--- config.mk ---
export PLATFORM = sky130hd
export DESIGN_NAME = fifo_wr_arbiter
export DESIGN_NICKNAME = d
export VERILOG_FILES = /design/src/rtl/fifo_wr_arbiter_pkg.sv /design/src/rtl/fifo_wr_arbiter_rr_pick.sv /design/src/rtl/fifo_wr_arbiter.sv
export SDC_FILE = /design/constraint.sdc
export NUM_CORES = 1
export LEC_CHECK = 0
export ABC_CLOCK_PERIOD_IN_PS = 1450
export BUFFER_PORTS_ARGS = -buffer_cell sky130_fd_sc_hd__buf_2
export CORE_ASPECT_RATIO = 0.8
export CORE_MARGIN = 1
export CORE_UTILIZATION = 37
export DETAILED_ROUTE_END_ITERATION = 10
export PLACE_DENSITY = 0.76
export SYNTH_ARGS = -nofsm -noshare
export SYNTH_HDL_FRONTEND = slang
export SYNTH_HIERARCHICAL = 1
export SYNTH_SLANG_ARGS = --single-unit
--- constraint.sdc ---
create_clock -name clk -period 1.45 [get_ports clk]
set_input_delay 0 -clock clk [delete_from_list [all_inputs] [get_ports clk]]
set_output_delay 0 -clock clk [all_outputs]
set_load 0.02 [all_outputs]
--- src/rtl/fifo_wr_arbiter_pkg.sv ---
// Shared types, default sizing and the rotate-priority pick used by the FIFO write arbiter.
package fifo_arb_pkg;

  typedef enum logic [0:0] {
    ARB_IDLE  = 1'b0,
    ARB_BURST = 1'b1
  } arb_state_e;

  localparam int DEF_N_REQ      = 4;
  localparam int DEF_FIFO_WIDTH = 16;
  localparam int DEF_MAX_BURST  = 4;

  // Index of the first set bit of req searching ptr, ptr+1, ... with wrap at n; -1 when none.
  function automatic int rot_pick(input logic [31:0] req, input int unsigned ptr,
                                  input int unsigned n);
    int unsigned idx;
    rot_pick = -1;
    for (int unsigned k = 0; k < 32; k++) begin
      idx = (ptr + k) % n;
      if (k < n && rot_pick < 0 && req[idx]) rot_pick = int'(idx);
    end
  endfunction

endpackage

--- src/rtl/fifo_wr_arbiter_rr_pick.sv ---
// Combinational round-robin selector: one-hot winner and its index, starting the search at ptr.
module rr_pick
  import fifo_arb_pkg::*;
#(
  parameter int N     = DEF_N_REQ,
  parameter int PTR_W = $clog2(DEF_N_REQ)
) (
  input  logic [N-1:0]     req,
  input  logic [PTR_W-1:0] ptr,
  output logic [N-1:0]     winner,
  output logic [PTR_W-1:0] idx,
  output logic             valid
);

  int pick;

  always_comb begin
    pick   = rot_pick(32'(req), 32'(ptr), N);
    valid  = (pick >= 0);
    idx    = valid ? PTR_W'(pick) : '0;
    winner = valid ? (N'(1) << pick) : '0;
  end

endmodule

--- src/rtl/fifo_wr_arbiter.sv ---
// Round-robin burst arbiter sharing one FIFO write port among N_REQ producers, with sticky error monitor.
// Build option ARB_AFULL_THROTTLE_EN: almostfull ends bursts and blocks new grants.
module fifo_wr_arbiter
  import fifo_arb_pkg::*;
#(
  parameter int N_REQ      = DEF_N_REQ,
  parameter int FIFO_WIDTH = DEF_FIFO_WIDTH,
  parameter int MAX_BURST  = DEF_MAX_BURST
) (
  input  logic                        clk,
  input  logic                        rst,
  input  logic [N_REQ-1:0]            req,
  input  logic [N_REQ*FIFO_WIDTH-1:0] req_data,
  output logic [N_REQ-1:0]            ready,
  output logic [N_REQ-1:0]            grant,
  output logic [FIFO_WIDTH-1:0]       data_in,
  output logic                        wr_en,
  input  logic                        full,
  input  logic                        almostfull,
  input  logic                        wr_ack,
  input  logic                        overflow,
  output logic                        err_ovf,
  output logic                        err_ack
);

  // state | meaning
  // IDLE  | no owner; pick the next requester from ptr, no transfer this cycle
  // BURST | grant held; words move on req&&ready until burst limit or req drops

  localparam int PTR_W = $clog2(N_REQ);
  localparam int CNT_W = $clog2(MAX_BURST + 1);
  localparam logic [0:0] S_IDLE  = ARB_IDLE;
  localparam logic [0:0] S_BURST = ARB_BURST;

  logic [0:0]       state;
  logic [N_REQ-1:0] grant_q;
  logic [PTR_W-1:0] ptr;
  logic [PTR_W-1:0] gnt_idx;
  logic [CNT_W-1:0] burst_cnt;
  logic             pending;

  logic [N_REQ-1:0] pick_onehot;
  logic [PTR_W-1:0] pick_idx;
  logic             pick_valid;
  logic             throttle;
  logic             last_word;

`ifdef ARB_AFULL_THROTTLE_EN
  assign throttle = almostfull;
`else
  logic unused_almostfull;
  assign unused_almostfull = almostfull;
  assign throttle          = 1'b0;
`endif

  rr_pick #(
    .N     (N_REQ),
    .PTR_W (PTR_W)
  ) u_rr_pick (
    .req    (req),
    .ptr    (ptr),
    .winner (pick_onehot),
    .idx    (pick_idx),
    .valid  (pick_valid)
  );

  assign grant     = grant_q;
  assign ready     = full ? '0 : grant_q;
  assign wr_en     = |(req & ready);
  assign data_in   = wr_en ? req_data[gnt_idx*FIFO_WIDTH +: FIFO_WIDTH] : '0;
  assign last_word = (burst_cnt == CNT_W'(MAX_BURST - 1)) || throttle;

  always_ff @(posedge clk) begin
    if (rst) begin
      state     <= S_IDLE;
      grant_q   <= '0;
      ptr       <= '0;
      gnt_idx   <= '0;
      burst_cnt <= '0;
    end else begin
      case (state)
        S_IDLE: begin
          if (pick_valid && !throttle) begin
            grant_q   <= pick_onehot;
            gnt_idx   <= pick_idx;
            ptr       <= (pick_idx == PTR_W'(N_REQ - 1)) ? '0 : pick_idx + 1'b1;
            burst_cnt <= '0;
            state     <= S_BURST;
          end
        end
        default: begin
          // Dropping req without a transfer surrenders the grant.
          if (!req[gnt_idx]) begin
            grant_q <= '0;
            state   <= S_IDLE;
          end else if (wr_en) begin
            burst_cnt <= burst_cnt + 1'b1;
            if (last_word) begin
              grant_q <= '0;
              state   <= S_IDLE;
            end
          end
        end
      endcase
    end
  end

  // wr_ack/overflow are registered in the FIFO, so they answer the previous cycle's wr_en.
  always_ff @(posedge clk) begin
    if (rst) begin
      pending <= 1'b0;
      err_ovf <= 1'b0;
      err_ack <= 1'b0;
    end else begin
      pending <= wr_en;
      if (overflow) err_ovf <= 1'b1;
      if (pending && !wr_ack && !overflow) err_ack <= 1'b1;
    end
  end

endmodule

==> results.ini, run 1 <==
[run_status]
status = complete, but fails checks
violations = design-rule violations, negative setup slack

[power]
switching_share_pct = 30.8
intPower_uw = 1040
power_frac_clock_pct = 22.5
pwr-share-seq_pct = 31.7
power_density_mw_per_mm2 = 683
pwr-share-comb_pct = 45.9
p_switching_uw = 465
vdd_ir_drop_max_uv = 517
p_leak_uw = 0.00101

[detailed_routing]
routedWlPerCell_um = 12.9
drt-initial-drc-count = 93
vias_per_cell = 5.23
detail_route.wirelength_um = 3930
dr.pass1.iters = 8
ant_nets = 0
vias = 1591
drc = 9

[place]
io_buffers = 99
gp_congestion = 0.777
dp_hpwl_um = 3050
dpl_cell_area_sq_mm = 0.00200

[clock_tree]
htree_num_levels = 1
cts_sinks = 15
cts_tree = built
clk_path_buf_depth = 2
root_buffer = clkbuf_8
clkLatencyLatePin_ps = 250
clkTransAtPathRegs_ps = 60
cts_inserted_buffers = 3

[finish]
n_antenna_cell = 0
fin_area_sq_mm = 0.00221
syn_to_final_growth_pct = 55.1
fin_nets = 340
drive_gt1_share_pct = 59.5

[synthesis]
synth_fp_nets = 228
synth_top_cell_by_area = dfxtp_1
ys_seq_area_share_pct = 21.1
synth_seq_cells = 15
synth_edf_count = 0
yosys.cell_types.count = 37
synth.most_common_cell = nor2b_1
async_flop_share_pct = 0
syn-cell-area_sq_mm = 0.00143
yosys-top-cells-area = dfxtp_1 21%, mux4_2 21%, nor2b_1 9.2%, mux4_1 5.5%, a21oi_1 4.9%
synth-main-ff-cell = dfxtp_1
synth_cells = 151
avgSynthCellArea_sq_um = 9.44
synth_top_area_share_pct = 21.1
synth.top_cells.by_count = 21 x nor2b_1, 15 x dfxtp_1, 14 x a21oi_1, 14 x nand2_1, 13 x mux4_2
synth_warnings = 6

[worst_hold_path]
min_path_cells = 4
hp-start = wr_ack
whs_endpoint = err_ack$_SDFFE_PP0P_
worstHoldPathType = in -> reg

[sta]
clock_skew_ps = 3.74
fin_setup_tns_ps = -1670
fin_crit_sh_pct = 108
hold_viol_final = 0
period_minus_slack_ps = 1570
rsz0062_at_grt = yes
setup_viol = 17
slew_headroom_pct = 72.6
finalMaxSlewViolations = 0
worst_pin_slew_ps = 408
fin_ws_ps = -123
fmax_mhz = 636

[floorplanning]
die_h_um = 57.5
core_sq_mm = 0.00357
floorplan.die_area_sq_mm = 0.00411
start_util_pct = 40.0
ios = 101
num_rows = 19
die_w_um = 71.4

[grt]
grt.total_usage_pct = 19.8
met2_usage_pct = 38.0
grt_pass1_wl_um = 6420
grt_pass1_vias = 1577
grt_max_degree = 18
grt_overflow = 0
met1_usage_pct = 22.9
use_met3_pct = 3.71
busiest_layer = met2
antenna_found_initial = 0

[critical_path]
cp_max_fo = 8
worstSetupPathType = reg -> out
critPathArrivalTime_ps = 1570
crit_required_ps = 1450
r2r-start = ptr[0]$_SDFFE_PP0P_
setup.worst_path.start_class = register
r2r_cells = 7
r2r_end = ptr[0]$_SDFFE_PP0P_
endpoint_kind = output port
regToRegSetupSlack_ps = -10

[job]
cap_violations = 0

## worst max-delay path, stage by stage (launching register included)
cell	delay, ps
dfxtp_4	390
buf_12	150
mux4_2	490
nor2b_1	140
buf_4	150
## routing by layer
layer / vias up / share of wire, %
li1: 787 / -
met1: 719 / 43
met2: 81 / 48
met3: 4 / 8.3
met4: 0 / 0.46
met5: - / 0
## placed cells by master (no fill, tap or decap), drive strengths merged, types with 2 or more instances in the layout
cell    instances
nor3b           3
inv             5
nand2b          6
mux2i           2
clkbuf          5
o21bai          2
o21ai           5
buf           117
o21a            2
mux4           16
nor2           11
dfxtp          15
a22oi           2
a21o            2
a311oi          4
a221oi          2
nor2b          21
nand2          14
a21oi          14
ha              3
## worst max-delay path by stage
stage	startpoint	to	slack, ps	depth (start not counted)
after detailed placement	ptr[0]$_SDFFE_PP0P_	ptr[0]$_SDFFE_PP0P_	-120	7
after global routing	gnt_idx[0]$_SDFFE_PP0P_	data_in[6]	-170	4
after CTS	gnt_idx[0]$_SDFFE_PP0P_	data_in[15]	-140	4
final	gnt_idx[0]$_SDFFE_PP0P_	data_in[15]	-120	4
after global placement	ptr[0]$_SDFFE_PP0P_	ptr[0]$_SDFFE_PP0P_	-50	7
after floorplan	ptr[0]$_SDFFE_PP0P_	ptr[0]$_SDFFE_PP0P_	30	8
## registers in the layout, indices dropped and copies added (netlist names)
name       flops
state          1
gnt_idx        2
pending        1
ptr            2
burst_cnt      3
err_ack        1
grant          4
err_ovf        1
## power groups by stage
stage | Clock (uW) | Sequential, uW | Combinational [uW]
3_5_place_dp | 0 | 477 | 619
2_1_floorplan | 0 | 474 | 419
6_report | 339 | 478 | 692
4_1_cts | 353 | 475 | 652
3_3_place_gp | 0 | 475 | 606
5_1_grt | 372 | 483 | 758
## cell families after synthesis
logic type,after synthesis,share of synthesized area [%]
buf+inv,17,7.37
fa+ha+maj,3,2.63
flops,15,21.1
simple gates,58,21.4
mux,18,27.5
compound gates,40,20.0
## timing repair
item	4_1_cts	5_1_grt
resized for setup	16	21
endpoints found under the setup margin	18	24
pin swaps	0	6
hold endpoints to repair	1	0
gates cloned	1	1
buffers inserted	0	4
hold buffers	1	0
## metrics by stage
step	std cells	hold WS, ps	util, %	total power [uW]	setup WS (ps)
2_1_floorplan	151	78.1	-	893	26.8
3_3_place_gp	293	220	56.2	1080	-48.4
3_5_place_dp	293	236	56.2	1100	-116
4_1_cts	299	34.0	59.0	1480	-144
5_1_grt	304	66.8	62.0	1610	-173
6_report	304	37.5	62.0	1510	-123
## layout make-up
cell class                      count  area [sq um]
Fill cell                         312          1360
Multi-Input combinational cell    119          1060
Timing Repair Buffer              119           723
Sequential cell                    15           313
Tap cell                           42          52.6
Clock buffer                        4          45.0
Inverter                            5          18.8
No activity file was read; power rests on OpenSTA's default activity.
==> run 2: changes to the inputs <==
--- a/config.mk
+++ b/config.mk
@@ -12,6 +12,7 @@
 export CORE_UTILIZATION = 37
 export DETAILED_ROUTE_END_ITERATION = 10
 export PLACE_DENSITY = 0.76
+export SETUP_SLACK_MARGIN = 0.3
 export SYNTH_ARGS = -nofsm -noshare
 export SYNTH_HDL_FRONTEND = slang
 export SYNTH_HIERARCHICAL = 1
==> run 2 against run 1 <==
  * The flow still finishes with violations (design-rule violations, negative setup slack)
  * Cell count rose by 1.6%
  * Hold slack better by 8.2 ps
  * Fmax increased by 0.79%
  * Power rose by 12%
  * Count of clock-buffer cells in the layout is 1 lower
  * Sequential share of layout area decreased by 1.4 points
  * Final area grew 17%
  * Combinational power increased by 25%
  * Clock power about the same
  * Utilization grew 11 points
  * Highest routed layer unchanged
==> results.ini, run 2 (same netlist as run 1, synthesis figures left out) <==
[run_status]
violations = design-rule violations, negative setup slack
status = complete, but fails checks

[place]
gp_congestion = 0.867  ; +12%
io_buffers = 99  ; unchanged
dp_hpwl_um = 3460  ; +13%
post-place-ws_ps = -26.8  ; +89.5 ps
dpl_cell_area_sq_mm = 0.00217  ; +8.4%

[detailed_routing]
ant_nets = 0  ; unchanged
vias = 1702  ; +7.0%
detail_route.wirelength_um = 5190  ; +32%
vias_per_cell = 5.51  ; +5.2%
routedWlPerCell_um = 16.8  ; +30%
dr.pass1.iters = 10  ; +2
drc = 10  ; +1
drt-initial-drc-count = 184  ; +98%

[floorplanning]
ios = 101  ; unchanged
die_h_um = 57.5  ; unchanged
die_w_um = 71.4  ; unchanged
core_sq_mm = 0.00357  ; unchanged
num_rows = 19  ; unchanged
floorplan.die_area_sq_mm = 0.00411  ; unchanged
start_util_pct = 40.0  ; unchanged

[grt]
grt_pass1_wl_um = 7870  ; +23%
grt_max_degree = 18  ; unchanged
grt_overflow = 0  ; unchanged
antenna_found_initial = 0  ; unchanged
grt_pass1_vias = 1641  ; +4.1%
grt.total_usage_pct = 24.5  ; +4.7 points

[sta]
worst_pin_slew_ps = 339  ; -68.7 ps
rsz0062_at_grt = yes
hold_viol_final = 0  ; unchanged
period_minus_slack_ps = 1560  ; -12.4 ps
fin_setup_tns_ps = -1440  ; +228 ps
finalMaxSlewViolations = 0  ; unchanged
fmax_mhz = 641  ; +0.79%
slew_headroom_pct = 77.4  ; +4.8 points
clock_skew_ps = 0.800  ; -2.94 ps
fin_ws_ps = -111  ; +12.4 ps
setup_viol = 16  ; -1
fin_crit_sh_pct = 108  ; -0.85 points

[worst_hold_path]
hp-start = wr_ack
worstHoldPathType = in -> reg

[clock_tree]
cts_sinks = 15  ; unchanged
cts_inserted_buffers = 3  ; unchanged
clkLatencyLatePin_ps = 250  ; about the same
clkTransAtPathRegs_ps = 60  ; about the same
htree_num_levels = 1  ; unchanged
root_buffer = clkbuf_8
cts_tree = built
clk_path_buf_depth = 2  ; unchanged

[power]
p_switching_uw = 551  ; +19%
p_leak_uw = 0.00115  ; +14%
vdd_ir_drop_max_uv = 840  ; +63%
intPower_uw = 1140  ; +9.1%
switching_share_pct = 32.6  ; +1.8 points
pwr-share-comb_pct = 51.3  ; +5.4 points
power_frac_clock_pct = 20.0  ; -2.5 points
power_uw = 1690  ; +12%
pwr-share-seq_pct = 28.7  ; -3.0 points
power_density_mw_per_mm2 = 652  ; -4.5%

[finish]
drive_gt1_share_pct = 72.7  ; +13 points
final_common_cell = buf_2
fin_nets = 345  ; +1.5%
syn_to_final_growth_pct = 82.0
final_cell_mix = 82 x buf_2, 22 x buf_6, 16 x mux4_2, 16 x nor2b_4, 14 x buf_4
n_antenna_cell = 0  ; unchanged
fin_area_sq_mm = 0.00259  ; +17%
largest_reg_flops = 4  ; unchanged

[critical_path]
critPathArrivalTime_ps = 1560  ; about the same
cpMaxStageDelayCell = mux4_2
endpoint_kind = output port
path_buf_inv = 2  ; unchanged
startpoint = gnt_idx[0]$_SDFFE_PP0P_
crit_required_ps = 1450  ; about the same
cp_max_fo = 4  ; -4
worstSetupPathType = reg -> out
setup.worst_path.start_class = register
r2r-start = ptr[0]$_SDFFE_PP0P_
crit_chain = clkbuf_16 -> mux4_2 -> nor2b_4 -> buf_6
path_delay_family = multiplexers
slowest_delay_ps = 490  ; about the same

[job]
cap_violations = 0  ; unchanged

run 2: cell types whose count changed in the layout (fill, tap and decap cells not counted), moves of 4 or more:
cell | previous run | this run
buf_6 | 6 | 22
nor2b_4 | 3 | 16
nor2b_1 | 17 | 5
buf_2 | 91 | 82
dfxtp_1 | 11 | 6
dfxtp_4 | 3 | 8
buf_4 | 18 | 14
o21ai_0 | 4 | 0
run 2: stage by stage:
stage / instances / hold WS, ps / utilization [%]
finish: 309 / 45.7 / 72.7
global route: 309 / 77.1 / 72.7
CTS: 307 / 44.6 / 70.9
detailed placement: 291 / 242 / 60.9
global placement: 291 / 223 / 60.9
floorplan: 151 / 78.1 / -
run 2: worst paths after layout:
kind / end / cells after the start / slack, ps
hold / removal: err_ack$_SDFFE_PP0P_ / 4 / 50
hold reg to reg: burst_cnt[0]$_SDFFE_PP0P_ / 1 / 480
setup / recovery: data_in[10] / 4 / -110
setup reg to reg: ptr[0]$_SDFFE_PP0P_ / 7 / 10
run 2: worst register-to-register path: cells and delay by family (launching register included):
| family | cells | cell delay (ps) |
|---|---|---|
| buf+inv | 1 | 140 |
| compound gates | 2 | 180 |
| fa+ha+maj | 1 | 210 |
| flops | 1 | 370 |
| simple gates | 3 | 470 |
run 2: power groups by stage:
stage	clock [uW]	combinational, uW	sequential [uW]
finish	337	868	486
global route	362	924	492
CTS	345	807	481
detailed placement	0	683	486
global placement	0	674	486
floorplan	0	486	474
run 2: layer usage:
layer	wire (um)	GRT usage [%]	vias up	part of all wire, %
li1	-	-	798	-
met3	445	4.95	8	8.6
met2	2640	43.4	92	51
met1	2050	31.2	804	40
met5	0	0	-	0
met4	57	4.86	0	1.1
run 2: timing repair:
item | in CTS | in global routing
buffers inserted | 10 | 1
gates resized for setup | 61 | 9
pin swaps | 13 | 5
hold buffers | 1 | 0
gates cloned | 1 | 1
endpoints found under the hold margin | 1 | 0
endpoints found under the setup margin | 30 | 29
run 2: final cells by class:
class,instances,area (sq um)
Clock inverter,1,5.00
Sequential cell,15,332
Tap cell,42,52.6
Clock buffer,3,41.3
Multi-Input combinational cell,119,1250
Inverter,5,18.8
Timing Repair Buffer,124,891
Fill cell,252,972
